==> config.mk <==
export PLATFORM = sky130hd
export DESIGN_NAME = dist_sq
export DESIGN_NICKNAME = d
export VERILOG_FILES = /design/src/rtl/dist_sq_pkg.sv /design/src/rtl/dist_sq_mult.sv /design/src/rtl/dist_sq.sv
export SDC_FILE = /design/constraint.sdc
export NUM_CORES = 1
export LEC_CHECK = 0
export BUFFER_PORTS_ARGS = -buffer_cell sky130_fd_sc_hd__buf_2
export CORE_MARGIN = 2
export CORE_UTILIZATION = 57
export DETAILED_ROUTE_END_ITERATION = 6
export GPL_ROUTABILITY_DRIVEN = 0
export PLACE_DENSITY = 0.78
export SYNTH_ARGS = -nofsm -noshare
export SYNTH_HDL_FRONTEND = slang
export SYNTH_HIERARCHICAL = 1
export SYNTH_SLANG_ARGS = --single-unit
export TNS_END_PERCENT = 1
==> constraint.sdc <==
create_clock -name clk -period 3.5 [get_ports clk]
set_input_delay 0.525 -clock clk [delete_from_list [all_inputs] [get_ports clk]]
set_output_delay 0.525 -clock clk [all_outputs]
set_load 0.03 [all_outputs]
==> src/rtl/dist_sq_pkg.sv <==
// Shared types and sizing for the squared-distance feeder.
package dist_sq_pkg;
   localparam int DEF_WIDTH      = 32;
   localparam int DEF_FRAC_WIDTH = 30;
   localparam int MAG_W          = DEF_WIDTH + 1;
   localparam int PROD_W         = 2 * MAG_W;
   localparam int LATENCY        = 2 * DEF_WIDTH + 4;

   typedef enum logic [2:0] {
      IDLE,
      DIFF,
      MUL_X,
      MUL_Y,
      SUM
   } state_e;
endpackage

==> src/rtl/dist_sq_mult.sv <==
// Unsigned shift-add multiplier; load consumes multiplier bit 0, each step one more bit.
module seq_mult_u
   import dist_sq_pkg::*;
#(
   parameter int W = MAG_W
) (
   input  logic           clk,
   input  logic           rst,
   input  logic           load,
   input  logic           step,
   input  logic [W-1:0]   a,
   input  logic [W-1:0]   b,
   output logic           last,
   output logic [2*W-1:0] product
);
   localparam int PW = 2 * W;
   localparam int CW = $clog2(W + 1);

   logic [PW-1:0] acc_q, acc_d;
   logic [PW-1:0] mcand_q, mcand_d;
   logic [W-1:0]  mplier_q, mplier_d;
   logic [CW-1:0] cnt_q, cnt_d;

   always_ff @(posedge clk or negedge rst) begin
      if (!rst) begin
         acc_q    <= '0;
         mcand_q  <= '0;
         mplier_q <= '0;
         cnt_q    <= '0;
      end else begin
         acc_q    <= acc_d;
         mcand_q  <= mcand_d;
         mplier_q <= mplier_d;
         cnt_q    <= cnt_d;
      end
   end

   always_comb begin
      acc_d    = acc_q;
      mcand_d  = mcand_q;
      mplier_d = mplier_q;
      cnt_d    = cnt_q;
      if (load) begin
         acc_d    = b[0] ? PW'(a) : '0;
         mcand_d  = PW'(a) << 1;
         mplier_d = b >> 1;
         cnt_d    = CW'(1);
      end else if (step && (cnt_q < CW'(W))) begin
         if (mplier_q[0]) acc_d = acc_q + mcand_q;
         mcand_d  = mcand_q << 1;
         mplier_d = mplier_q >> 1;
         cnt_d    = cnt_q + CW'(1);
      end
   end

   // The step taken while last is high retires the final multiplier bit.
   assign last    = (cnt_q == CW'(W - 1));
   assign product = acc_q;
endmodule

==> src/rtl/dist_sq.sv <==
// Squared distance between two signed fixed-point points, one shared sequential multiplier.
module dist_sq
   import dist_sq_pkg::*;
#(
   parameter int WIDTH      = DEF_WIDTH,
   parameter int FRAC_WIDTH = DEF_FRAC_WIDTH
) (
   input  logic             clk,
   input  logic             rst,
   input  logic             start,
   input  logic [WIDTH-1:0] x0,
   input  logic [WIDTH-1:0] y0,
   input  logic [WIDTH-1:0] x1,
   input  logic [WIDTH-1:0] y1,
   output logic             busy,
   output logic             done,
   output logic             sat,
   output logic [WIDTH-1:0] out
);
   localparam int MW = WIDTH + 1;
   localparam int PW = 2 * MW;
   localparam int SW = PW + 1;

   state_e state_q, state_d;
   logic [WIDTH-1:0] x0_q, y0_q, x1_q, y1_q, x0_d, y0_d, x1_d, y1_d;
   logic [MW-1:0]    magx_q, magy_q, magx_d, magy_d;
   logic [PW-1:0]    px_q, px_d;
   logic [WIDTH-1:0] out_q, out_d;
   logic             sat_q, sat_d, done_q, done_d, ld_q, ld_d;

   logic signed [MW-1:0] dx, dy;
   logic [SW-1:0]        s, r;
   logic                 mul_act, mul_load, mul_step, mul_last;
   logic [MW-1:0]        mul_a;
   logic [PW-1:0]        mul_prod;

   always_ff @(posedge clk or negedge rst) begin
      if (!rst) begin
         state_q <= IDLE;
         x0_q    <= '0;
         y0_q    <= '0;
         x1_q    <= '0;
         y1_q    <= '0;
         magx_q  <= '0;
         magy_q  <= '0;
         px_q    <= '0;
         out_q   <= '0;
         sat_q   <= 1'b0;
         done_q  <= 1'b0;
         ld_q    <= 1'b0;
      end else begin
         state_q <= state_d;
         x0_q    <= x0_d;
         y0_q    <= y0_d;
         x1_q    <= x1_d;
         y1_q    <= y1_d;
         magx_q  <= magx_d;
         magy_q  <= magy_d;
         px_q    <= px_d;
         out_q   <= out_d;
         sat_q   <= sat_d;
         done_q  <= done_d;
         ld_q    <= ld_d;
      end
   end

   always_comb begin
      state_d = state_q;
      case (state_q)
         IDLE:    if (start) state_d = DIFF;
         DIFF:    state_d = MUL_X;
         MUL_X:   if (!ld_q && mul_last) state_d = MUL_Y;
         MUL_Y:   if (!ld_q && mul_last) state_d = SUM;
         SUM:     state_d = IDLE;
         default: state_d = IDLE;
      endcase
   end

   assign mul_act  = (state_q == MUL_X) || (state_q == MUL_Y);
   assign mul_load = mul_act && ld_q;
   assign mul_step = mul_act && !ld_q;
   assign mul_a    = (state_q == MUL_Y) ? magy_q : magx_q;

   seq_mult_u #(.W(MW)) u_mult (
      .clk     (clk),
      .rst     (rst),
      .load    (mul_load),
      .step    (mul_step),
      .a       (mul_a),
      .b       (mul_a),
      .last    (mul_last),
      .product (mul_prod)
   );

   always_comb begin
      dx = $signed({x1_q[WIDTH-1], x1_q}) - $signed({x0_q[WIDTH-1], x0_q});
      dy = $signed({y1_q[WIDTH-1], y1_q}) - $signed({y0_q[WIDTH-1], y0_q});
      s  = SW'(px_q) + SW'(mul_prod);
      r  = s >> FRAC_WIDTH;
   end

   always_comb begin
      x0_d   = x0_q;
      y0_d   = y0_q;
      x1_d   = x1_q;
      y1_d   = y1_q;
      magx_d = magx_q;
      magy_d = magy_q;
      px_d   = px_q;
      out_d  = out_q;
      sat_d  = sat_q;
      done_d = 1'b0;
      // First cycle of each multiply phase loads the operand instead of stepping.
      ld_d   = (state_d != state_q) && ((state_d == MUL_X) || (state_d == MUL_Y));
      case (state_q)
         IDLE: if (start) begin
            x0_d = x0;
            y0_d = y0;
            x1_d = x1;
            y1_d = y1;
         end
         DIFF: begin
            magx_d = dx[MW-1] ? -dx : dx;
            magy_d = dy[MW-1] ? -dy : dy;
         end
         MUL_Y: if (ld_q) px_d = mul_prod;
         SUM: begin
            sat_d  = |r[SW-1:WIDTH];
            out_d  = (|r[SW-1:WIDTH]) ? '1 : r[WIDTH-1:0];
            done_d = 1'b1;
         end
         default: ;
      endcase
   end

   always_comb begin
      busy = (state_q != IDLE);
      done = done_q;
      sat  = sat_q;
      out  = out_q;
   end
endmodule
=== After elaboration in Yosys (flattened, before gate mapping) ===
Cells that the tools add are included.

* Flip-flop bits (word level): 469
* Output and inout port bits: 35
* Logic and storage cells: 67

* Add/subtract/negate cells: 7
* $lt $le $gt $ge: 1
* Equal/unequal tests: 8
* Mux-type cells: 19
* Reduce and logical (&&, ||, !) cells: 16

{| class="wikitable"
|+ Operator list
! operator !! number
|-
| 66-bit 2-to-1 mux || 5
|-
| 33-bit 2-to-1 mux || 6
|-
| 66-bit by 66-bit adder with 67-bit output || 1
|-
| 66-bit adder || 1
|-
| 33-bit negator || 2
|-
| 32-bit by 32-bit subtractor with 33-bit output || 2
|-
| 32-bit 2-to-1 mux || 1
|-
| 3-bit by 2-bit equality test with 1-bit output (second input constant) || 4
|-
| 6-bit 2-to-1 mux || 2
|-
| 3-bit case mux with 4 select lines || 1
|-
| 3-bit 2-to-1 mux || 3
|-
| 6-bit by 1-bit adder with 6-bit output (second input constant) || 1
|-
| 6-bit equality test (second input constant) || 1
|-
| 6-bit < comparator (second input constant) || 1
|-
| 2-bit AND reduction || 3
|-
| 1-bit logical AND || 5
|-
| 5-bit OR reduction || 1
|-
| 2-bit nonzero test || 2
|-
| 3-bit by 1-bit equality test with 1-bit output (second input constant) || 1
|-
| 3-bit equality test (second input constant) || 1
|-
| 3-bit logical NOT || 1
|-
| 3-bit inequality test || 1
|-
| 3-bit nonzero test || 1
|-
| 1-bit logical OR || 2
|-
| 2 further kinds || 2
|}

=== Longest topological paths before layout ===
* Depth after elaboration: 7
* Depth in mapped cells: 16
* Gate-level depth less buffers: 15

=== Modules after synthesis ===
The synthesis kept the hierarchy.

{| class="wikitable"
|+ Modules (own cells, without submodules)
! module !! times used !! cells an instance !! area each (um2) !! sequential area each (um2)
|-
| dist_sq || 1 || 2126 || 19955.4 || 7457.2
|-
| seq_mult_u || 1 || 1322 || 11048.1 || 4229.1
|}

=== Least setup slack after synthesis ===
No wires, ideal clock.

* Path type: register to register
* Start: reg x1_q[0]
* End: reg magx_q[27]
* Data arrival time: 3367 ps
* Required time: 3369 ps
* Path slack: 2 ps
* Cell stages (with the launch flop): 16
* Buffers on the path: 0
* Cell sequence: dfrtp_1 inv_1 ha_1 inv_1 fa_1 a211oi_1 o21ai_0 a21oi_1 xor2_1 nand3_2 or4_4 nor4b_4 nand4_2 o31ai_1 xor2_1 o21ai_1

* Cells in the longest elaborated chain, start to end: 3

{| class="wikitable"
|+ Ends and longest elaborated chain
! what !! RTL line !! RTL
|-
| start, declared || dist_sq.sv:25 || <nowiki>logic [WIDTH-1:0] x0_q, y0_q, x1_q, y1_q, x0_d, y0_d, x1_d, y1_d;</nowiki>
|-
| start signal, assigned || dist_sq.sv:42 || <nowiki>x1_q <= '0;</nowiki>
|-
| start signal, assigned || dist_sq.sv:55 || <nowiki>x1_q <= x1_d;</nowiki>
|-
| 32-bit by 32-bit subtractor with 33-bit output * || dist_sq.sv:96 || <nowiki>dx = $signed({x1_q[WIDTH-1], x1_q}) - $signed({x0_q[WIDTH-1], x0_q});</nowiki>
|-
| 33-bit negator || dist_sq.sv:123 || <nowiki>magx_d = dx[MW-1] ? -dx : dx;</nowiki>
|-
| 33-bit 2-to-1 mux * || dist_sq.sv:123 ||
|-
| end signal, assigned || dist_sq.sv:57 || <nowiki>magx_q <= magx_d;</nowiki>
|-
| end, declared || dist_sq.sv:26 || <nowiki>logic [MW-1:0] magx_q, magy_q, magx_d, magy_d;</nowiki>
|}

Mark *: on every way between the ends. The rest lies on a longest branch, timed or not.
A chain may end at the register's enable or synchronous reset.

=== Worst setup path after layout ===
* Start: reg x1_q[0]
* End: reg magx_q[29]

Same word-level chain as after synthesis.

==> results.cfg <==
[setup_path]
path_class = register to register
cp.arrival_ns = 4.26
cp.required_ns = 3.98
cp-start-kind = register
cp_max_fo = 4
worstSetupEndpointType = register

[synth]
ys_top_cells_by_count = nand2_1, dfrtp_1, o21ai_0, a21oi_1, ha_1
ys_async_sr_fraction = 1.00
netlist.area_leader.share = 0.377
synth.avg_cell_area_um2 = 8.99
ys_seq_area_frac = 0.377
ys.flop_type = dfrtp_1
synth_cell_types = 116
synth_edf_count = 0
synth_area_mm2 = 0.0310
synthTopCellsByArea = dfrtp_1, ha_1, mux2_2, nand2_1, o21ai_0
synth_nets = 3780
synth_top_area_cell = dfrtp_1
ys_ff_latch = 467
yosysMostFrequentCell = nand2_1
yosysWarnings = 6
syn_inst = 3448

[final_layout]
area_growth_pct = 18.1
multiInputGateArea_mm2 = 0.0186
nNetsFinal = 4116
layout-drive-gt1-share = 0.224
fin_util = 0.681
postLayoutCellArea_mm2 = 0.0366
diodes = 0
fill_cells = 4214
regArea_mm2 = 0.0117

[cts]
cts_tree = yes
clkTransAtPathRegs_ns = 0.06
numCtsBuffers = 51
cts-root-buf = clkbuf_16
htreeDepth = 2
clockBufferDepth = 3
clock_sinks = 467
worstSkewPairLatency_ns = 0.60

[timing]
rsz0062_at_grt = yes
slew_viol_final = 0
fmax_mhz = 265
clock_skew_ns = 0.0194
hold_violations = 0
tightest_slew_ns = 0.935
slew_headroom = 0.376
min_period_over_period = 1.08
fin_setup_tns_ns = -3.58
period_minus_slack_ns = 3.78
setup_viol = 37
fin_ws_ns = -0.280

[flow_run]
cap_violations = 0

[pwr]
power_mw = 43.0
p_sw_frac = 0.449
leakagePower_nw = 17.3
peakVddDrop_uv = 763
pwr-share-clk = 0.137
combPwrFrac = 0.661
seq_power_share = 0.203
p_int_mw = 23.7
power_density_mw_per_mm2 = 1170
p_sw_mw = 19.3

[floorplan]
die_x_um = 237
fp-row-count = 85
initial_core_util = 0.576
core_area_mm2 = 0.0538
ios = 166
fp.dieH_um = 237
die-area_mm2 = 0.0563

[global_routing]
grt_pass1_vias = 25805
grt_overflow = 0
grt_max_degree = 152
grt_pass1_wl_um = 128000
grtUsageTotal = 0.274
antenna_found_initial = 0

[place]
buffer_ports.inserted = 165
pre_cts_ws_ns = -0.281
hpwl_um = 57800
placed_area_mm2 = 0.0342

[detailed_routing]
drc = 0
via_per_inst = 5.96
wl_um = 78200
num_vias = 26945
dr.pass1.iters = 6
drt-initial-drc-count = 1968
routedWlPerCell_um = 17.3
drtAntennaViolNets = 0

[run_status]
status = finished, violations left
violations = negative setup slack

[worst_hold_path]
hp-class = input pin to register
## critical path, stage by stage, from the launching register on
cell,delay (ns)
dfrtp_1,0.37
inv_2,0.06
ha_2,0.16
inv_1,0.05
fa_2,0.37
a211oi_4,0.25
nor2_2,0.09
o211ai_1,0.27
nand2b_1,0.12
xor2_1,0.17
or4_4,0.57
nor4b_4,0.32
nand4_2,0.20
buf_4,0.19
o21ai_2,0.13
xnor2_1,0.09
mux2_4,0.26
## cells in the final DEF (no fill, tap or decap), types with 25 or more instances in the layout
master / netlist / layout
buf_2: 11 / 165
mux2_2: 166 / 166
buf_4: 4 / 277
nand3_1: 60 / 58
o211ai_1: 25 / 25
xor2_1: 84 / 82
ha_1: 198 / 194
inv_1: 124 / 122
o22a_1: 33 / 33
a31oi_1: 31 / 30
and3_1: 28 / 28
xnor2_1: 110 / 107
clkbuf_16: 0 / 53
nor3_1: 38 / 35
o21bai_1: 32 / 32
nand4_1: 59 / 59
nand2_1: 476 / 473
a21oi_1: 306 / 295
a21o_1: 84 / 84
o21ai_0: 324 / 311
dfrtp_1: 467 / 467
nor2_1: 184 / 176
mux2i_1: 70 / 70
o21a_1: 28 / 28
## area by class of cell
class	instances	share of cell area
multi-input combinational	2682	0.507
sequential	467	0.319
timing repair buffer	458	0.0869
clock buffer	68	0.0399
tap	696	0.0238
inverter	124	0.0127
clock inverter	27	0.0104
## flip-flops by register name (all words and copies together), names as in the netlist
name,cells
state_q,3
u_mult/mplier_q,32
magy_q,33
x0_q,32
y0_q,32
y1_q,32
u_mult/cnt_q,6
magx_q,33
u_mult/mcand_q,65
done,1
out,32
x1_q,32
sat,1
ld_q,1
px_q,66
u_mult/product,66
## through the flow
step           hold WS [ns]  std cells
2_1_floorplan         0.229       3448
3_3_place_gp          0.457       4409
3_5_place_dp          0.465       4409
4_1_cts              0.0988       4517
5_1_grt               0.127       4522
6_report              0.123       4522
## routing by layer
layer	GRT usage	share of wire
met1	0.370	0.44
met2	0.451	0.47
met3	0.0379	0.053
met4	0.0980	0.035
met5	0	0
## what timing repair did
item | 4_1_cts | 5_1_grt
resized for setup | 22 | 73
setup buffers | 12 | 4
hold buffers | 1 | 0
gates cloned | 0 | 1
endpoints found under the setup margin | 97 | 109
pin swaps | 15 | 58
hold endpoints to repair | 38 | 0
## cell families (layout without fill, tap and decap cells)
| logic type | after synthesis | count (layout) | share of synthesized area |
|---|---|---|---|
| adder cells (fa/ha/maj) | 201 | 201 | 0.0818 |
| XOR/XNOR | 195 | 195 | 0.0557 |
| buffers and inverters | 299 | 677 | 0.0377 |
| flip-flops | 467 | 467 | 0.377 |
| multiplexers | 237 | 237 | 0.0834 |
| AND/OR/NAND/NOR | 1000 | 1000 | 0.150 |
| AO/OA/AOI/OAI | 1049 | 1049 | 0.215 |
## worst paths after layout
kind,endpoint,slack [ns],depth (start not counted),from
setup / recovery,magx_q[29]$_DFFE_PN0P_,-0.28,16,x1_q[0]$_DFFE_PN0P_
hold / removal,y0_q[5]$_DFFE_PN0P_,0.12,3,y0[5]
setup reg to reg,magx_q[29]$_DFFE_PN0P_,-0.28,16,x1_q[0]$_DFFE_PN0P_
hold reg to reg,magx_q[13]$_DFFE_PN0P_,0.48,2,magx_q[13]$_DFFE_PN0P_
max in group asynchronous,y0_q[15]$_DFFE_PN0P_,2.17,3,rst
min in group asynchronous,px_q[4]$_DFFE_PN0P_,0.44,2,rst
## power by group through the flow
stage | sequential (mW) | combinational (mW) | clock [mW]
CTS | 8.68 | 27.1 | 5.98
detailed placement | 8.75 | 26.4 | 0
global route | 8.93 | 30.9 | 6.22
finish | 8.71 | 28.4 | 5.87
global placement | 8.65 | 25.8 | 0
floorplan | 8.25 | 17.7 | 0
Power figures use the tool's default switching activity.
